$ cat src/rtl/if_fetch_queue.sv
// if_fetch_queue: instruction-fetch front end.
//   Owns the fetch PC, issues 1-cycle synchronous reads to program memory,
//   buffers returned instructions with their PCs in a DEPTH-entry FIFO and
//   presents the head downstream over a valid/ready handshake.
// Ports:
//   clk, reset (sync, active-low)
//   stall            - freezes request issue and dequeue
//   redirect_valid/redirect_pc - taken branch/jump; flushes and retargets
//   imem_req/imem_addr/imem_rdata - program memory, rdata one cycle after req
//   id_valid/id_ready/id_instr/id_pc - downstream handshake
//   q_count          - current FIFO occupancy
module if_fetch_queue #(
  parameter int          DEPTH     = 4,
  parameter logic [31:0] RESET_PC  = 32'h0000_0000,
  parameter logic [31:0] NOP_INSTR = 32'h0000_0013
) (
  input  logic                     clk,
  input  logic                     reset,
  input  logic                     stall,
  input  logic                     redirect_valid,
  input  logic [31:0]              redirect_pc,
  output logic                     imem_req,
  output logic [31:0]              imem_addr,
  input  logic [31:0]              imem_rdata,
  output logic                     id_valid,
  input  logic                     id_ready,
  output logic [31:0]              id_instr,
  output logic [31:0]              id_pc,
  output logic [$clog2(DEPTH):0]   q_count
);
  localparam int AW = $clog2(DEPTH);
  localparam int CW = AW + 1;

  logic [31:0]   fetch_pc_q, fetch_pc_d;
  logic          inflight_q, inflight_d;
  logic          discard_q, discard_d;
  logic [AW-1:0] wr_ptr_q, wr_ptr_d;
  logic [AW-1:0] rd_ptr_q, rd_ptr_d;
  logic [CW-1:0] count_q, count_d;
  logic [31:0]   instr_mem_q [DEPTH];
  logic [31:0]   instr_mem_d [DEPTH];
  logic [31:0]   pc_mem_q    [DEPTH];
  logic [31:0]   pc_mem_d    [DEPTH];

  logic [CW-1:0] occ;
  logic          wr_en, rd_en;
  logic [31:0]   resp_pc;

  always_comb begin
    // Credits: queued entries plus the one response still on its way.
    occ       = count_q + CW'(inflight_q);
    imem_req  = reset && !stall && !redirect_valid && (occ < CW'(DEPTH));
    imem_addr = fetch_pc_q;

    // fetch_pc only moves by +4 while a request is in flight (a redirect
    // in that cycle would have blocked the issue), so the in-flight PC is
    // recoverable without a separate register.
    resp_pc = fetch_pc_q - 32'd4;

    id_valid = (count_q != '0);
    id_instr = id_valid ? instr_mem_q[rd_ptr_q] : NOP_INSTR;
    id_pc    = id_valid ? pc_mem_q[rd_ptr_q]    : 32'h0;
    q_count  = count_q;

    // Response write is independent of stall; a redirect drops it.
    wr_en = inflight_q && !discard_q && !redirect_valid;
    rd_en = id_valid && id_ready && !stall && !redirect_valid;

    fetch_pc_d  = fetch_pc_q;
    inflight_d  = imem_req;
    discard_d   = 1'b0;
    wr_ptr_d    = wr_ptr_q;
    rd_ptr_d    = rd_ptr_q;
    count_d     = count_q;
    instr_mem_d = instr_mem_q;
    pc_mem_d    = pc_mem_q;

    if (redirect_valid) begin
      // Flush everything and retarget; any outstanding response is stale.
      fetch_pc_d = redirect_pc & ~32'h3;
      discard_d  = inflight_q;
      wr_ptr_d   = '0;
      rd_ptr_d   = '0;
      count_d    = '0;
    end else begin
      if (imem_req) fetch_pc_d = fetch_pc_q + 32'd4;
      if (wr_en) begin
        instr_mem_d[wr_ptr_q] = imem_rdata;
        pc_mem_d[wr_ptr_q]    = resp_pc;
        wr_ptr_d              = wr_ptr_q + 1'b1;
      end
      if (rd_en) rd_ptr_d = rd_ptr_q + 1'b1;
      count_d = count_q + CW'(wr_en) - CW'(rd_en);
    end
  end

  always_ff @(posedge clk) begin
    if (!reset) begin
      fetch_pc_q <= RESET_PC;
      inflight_q <= 1'b0;
      discard_q  <= 1'b0;
      wr_ptr_q   <= '0;
      rd_ptr_q   <= '0;
      count_q    <= '0;
    end else begin
      fetch_pc_q <= fetch_pc_d;
      inflight_q <= inflight_d;
      discard_q  <= discard_d;
      wr_ptr_q   <= wr_ptr_d;
      rd_ptr_q   <= rd_ptr_d;
      count_q    <= count_d;
    end
  end

  // Storage needs no reset: contents are only visible when count_q != 0.
  always_ff @(posedge clk) begin
    instr_mem_q <= instr_mem_d;
    pc_mem_q    <= pc_mem_d;
  end
endmodule

$ cat config.mk
export PLATFORM = sky130hd
export DESIGN_NAME = if_fetch_queue
export DESIGN_NICKNAME = d
export VERILOG_FILES = /design/src/rtl/if_fetch_queue.sv
export SDC_FILE = /design/constraint.sdc
export NUM_CORES = 1
export LEC_CHECK = 0
export ABC_AREA = 0
export ABC_CLOCK_PERIOD_IN_PS = 4170
export CAP_MARGIN = 20
export CORE_MARGIN = 2
export CORE_UTILIZATION = 57
export CTS_BUF_LIST = sky130_fd_sc_hd__clkbuf_2
export DETAILED_ROUTE_END_ITERATION = 6
export PLACE_DENSITY = 0.94
export REMOVE_ABC_BUFFERS = 1
export SKIP_LAST_GASP = 1
export SLEW_MARGIN = 0
export SYNTH_ARGS = -nofsm -noshare
export SYNTH_HDL_FRONTEND = slang
export SYNTH_SLANG_ARGS = --single-unit
$ cat constraint.sdc
create_clock -name clk -period 4.17 [get_ports clk]
set_clock_uncertainty 0.2 [all_clocks]
set_input_delay 0.834 -clock clk [delete_from_list [all_inputs] [get_ports clk]]
set_output_delay 0.834 -clock clk [all_outputs]
set_load 0.01 [all_outputs]
==> impl_metrics.yaml, run 1 <==
power_and_ir_drop:
  clock_power_share: 0.333
  internal-power_mw: 4.07
  powerDensity_nw_per_um2: 361
  cellLeakagePower_nw: 4.98
  switching_share: 0.242
  power.sequential.fraction: 0.600
  p_sw_mw: 1.30
  p_comb_frac: 0.068
  ir_worst_vdd_mv: 0.277
setup_path:
  worst-endpoint-arrival_ns: 2.96
  worstPathMaxFanout: 46
  timing.critical_path.required_ns: 3.14
  cp-start-kind: "flop"
  critPathSlowestCell: "dfxtp_4"
  crit_path_max_incr_delay_ns: 0.85
  critPathBufInv: 2
  worst_setup_path_end_kind: "output port"
  setup_crit_path_kind: "reg -> out"
  worstPathCellList: "buf_4, mux4_2, and2_1, clkdlybuf4s50_1"
  critical-path-top-delay-family: "flip-flops"
logic_synthesis:
  synth_top_family_by_area: "multiplexers"
  synth-async-reset-ratio: 0
  synth_compound_gate_area_share: 0.0356
  synth_simple_gate_area_frac: 0.113
  synthMuxAreaShare: 0.117
  yosys_register_bits: 287
  number_of_distinct_library_cells_after_synthesis: 60
  number_of_flops_mapped_to_enable_cells_by_yosys: 248
  post_synth_instance_area_um2: 12300
  share_of_the_synthesized_netlist_area_taken_by_xor_and_xnor_gates: 0.0285
  synth.avg_cell_area_um2: 15.7
  syn_inst: 783
  sequential_share_of_the_synthesized_area: 0.669
  synthFlopType: "edfxtp_1"
  synth-warning-count: 0
  post_synth_fa_ha_maj_area_fraction: 0.00977
placement:
  placed_area_um2: 14200
  dp_hpwl_um: 17300
  gp_congestion: 0.869
  port-buffer-count: 163
clocking:
  cts_tree: "done"
  worstSkewPairLatency_ns: 0.81
  numCtsBuffers: 72
  clock_tree.root_cell: "clkbuf_2"
  cts.path.max_buffers: 3
  cts-hold-fix-buffers: 0
  ctsHtreeMaxLevel: 3
  tritoncts_num_sinks: 287
  cts.reportedPaths.clkPinSlew_ns: 0.10
grt:
  grt_most_used_layer: "met2"
  global_route_wire_length_before_repair_um: 41300
  met3_usage: 0.0617
  initial_antenna_violation_count: 1
  first_global_vias: 7856
  global_route.usage.total: 0.242
  grt.overflow.total: 0
  grt.met1_usage: 0.306
  globalRouteMet2Util: 0.405
  grt_max_degree: 47
cells_and_area:
  final_common_cell: "edfxtp_1"
  post-route-util: 0.705
  num-nets-final: 1066
  flow.area_growth_from_synthesis_pct: 20.9
  layout_common_cells: "edfxtp_1 (248), clkdlybuf4s50_1 (163), clkbuf_2 (104)"
  design_area_um2: 14900
  drive_gt1_frac: 0.213
die:
  design.portCount: 170
  initial_utilization: 0.583
  die-width_um: 151
  die_h_um: 151
  die_area_um2: 22800
  placeableCoreArea_um2: 21100
  fp-row-count: 53
drt:
  routed-via-count: 7643
  drt_iter0_drcs: 556
  route.detailed.vias_per_inst: 5.81
  drtAntennaViolNets: 0
  totalWireLength_um: 27000
  drt_drc_violations_left: 0
  detailed_route_wire_length_per_cell_um: 20.6
  number_of_detailed_route_iterations_in_the_first_pass: 5
sta:
  timing.final.setup_violations: 0
  layout_worst_path_cycle_share: 0.959
  maxSlewViolCount: 0
  timing.slew.headroom: 0.512
  fin_crit_ns: 4.00
  holdWs_ns: 0.326
  report.final.hold_viol_count: 0
  grt_setup_unrepaired: "false"
  fmax_mhz: 250
  timing_worst_slew_pin_value_ns: 0.726
worst_hold_path:
  hold_class: "reg -> reg"
status:
  run_status: "complete, no violations"
run:
  number_of_violations_of_the_max_capacitance_limit: 0
-- per-stage QoR --
step / std cells / total power, mW / setup TNS [ns] / worst slack [ns]
after floorplan: 730 / 3.44 / -24.95 / -0.509
after global placement: 1189 / 3.63 / 0 / 0.468
after detailed placement: 1189 / 3.64 / 0 / 0.447
after CTS: 1314 / 5.43 / 0 / 0.00432
after global routing: 1315 / 5.59 / 0 / 0.0226
final: 1315 / 5.37 / 0 / 0.173
-- per-layer routing --
metal  part of all wire  up-vias
met4              0.022        0
met1               0.38     3763
met3              0.087       46
met2               0.51      380
li1                   -     3454
met5                  0        -
-- sequential cells by signal, summed over array words and instances (netlist names) --
register	flops
rd_ptr_q	2
inflight_q	1
instr_mem_q	128
discard_q	1
q_count	3
pc_mem_q	120
imem_addr	30
wr_ptr_q	2
-- path summary, 6_finish.rpt --
| kind | from | endpoint | slack [ns] | depth (start not counted) |
|---|---|---|---|---|
| max | rd_ptr_q[1]$_SDFFE_PP0P_ | id_instr[31] | 0.17 | 4 |
| max reg2reg | imem_addr[2]$_SDFFE_PN0P_ | pc_mem_q[26]$_DFFE_PP_ | 1.23 | 7 |
| min | inflight_q$_SDFF_PN0_ | discard_q$_SDFF_PN0_ | 0.33 | 1 |
| min reg2reg | inflight_q$_SDFF_PN0_ | discard_q$_SDFF_PN0_ | 0.33 | 1 |
-- repair_timing --
item | CTS | global route
gates resized for setup | 0 | 2
endpoints found under the setup margin | 0 | 44
buffers inserted | 0 | 0
-- area by class of cell --
| cell class | count | area (um^2) |
|---|---|---|
| Fill cell | 1404 | 6220 |
| Tap cell | 275 | 344 |
| Antenna cell | 1 | 2.50 |
| Inverter | 16 | 60.1 |
| Timing Repair Buffer | 184 | 1820 |
| Sequential cell | 287 | 8240 |
| Multi-Input combinational cell | 427 | 3770 |
| Clock buffer | 104 | 520 |
| Clock inverter | 21 | 116 |
-- synth_stat cells (15+ instances only) --
master | number | area, um^2
nand2_1 | 34 | 128
xor2_1 | 20 | 175
nand3_1 | 20 | 100
buf_2 | 18 | 90.1
edfxtp_1 | 248 | 7450
dfxtp_1 | 39 | 781
clkbuf_1 | 30 | 113
nor2_1 | 26 | 97.6
and2_1 | 65 | 407
xnor2_1 | 20 | 175
and3_1 | 15 | 93.8
mux4_2 | 62 | 1400
a21oi_1 | 30 | 150
-- logic make-up after synthesis --
group                    Yosys count
AO/OA/AOI/OAI                     72
XOR/XNOR                          40
adder cells (fa/ha/maj)            9
buffers and inverters             72
flip-flops                       287
multiplexers                      66
other                              1
AND/OR/NAND/NOR                  236
-- power by group through the flow --
stage / combinational, mW / clock (mW) / sequential (mW)
4_1_cts: 0.362 / 1.85 / 3.22
3_3_place_gp: 0.344 / 0 / 3.28
5_1_grt: 0.392 / 1.97 / 3.23
3_5_place_dp: 0.359 / 0 / 3.28
2_1_floorplan: 0.154 / 0 / 3.28
6_report: 0.363 / 1.79 / 3.22
No activity file was read; power rests on OpenSTA's default activity.
==> inputs of run 2 (changes only) <==
--- a/config.mk
+++ b/config.mk
@@ -15,7 +15,7 @@
 export PLACE_DENSITY = 0.94
 export REMOVE_ABC_BUFFERS = 1
 export SKIP_LAST_GASP = 1
-export SLEW_MARGIN = 0
+export SLEW_MARGIN = 20
 export SYNTH_ARGS = -nofsm -noshare
 export SYNTH_HDL_FRONTEND = slang
 export SYNTH_SLANG_ARGS = --single-unit
==> results of run 2 <==
The final DEF is identical to that of run 1; final timing and power are the same.
==> inputs of run 3 (changes only) <==
--- a/config.mk
+++ b/config.mk
@@ -15,7 +15,6 @@
 export PLACE_DENSITY = 0.94
 export REMOVE_ABC_BUFFERS = 1
 export SKIP_LAST_GASP = 1
-export SLEW_MARGIN = 20
 export SYNTH_ARGS = -nofsm -noshare
 export SYNTH_HDL_FRONTEND = slang
 export SYNTH_SLANG_ARGS = --single-unit
==> results of run 3 <==
The final DEF is identical to that of run 1; final timing and power are the same.
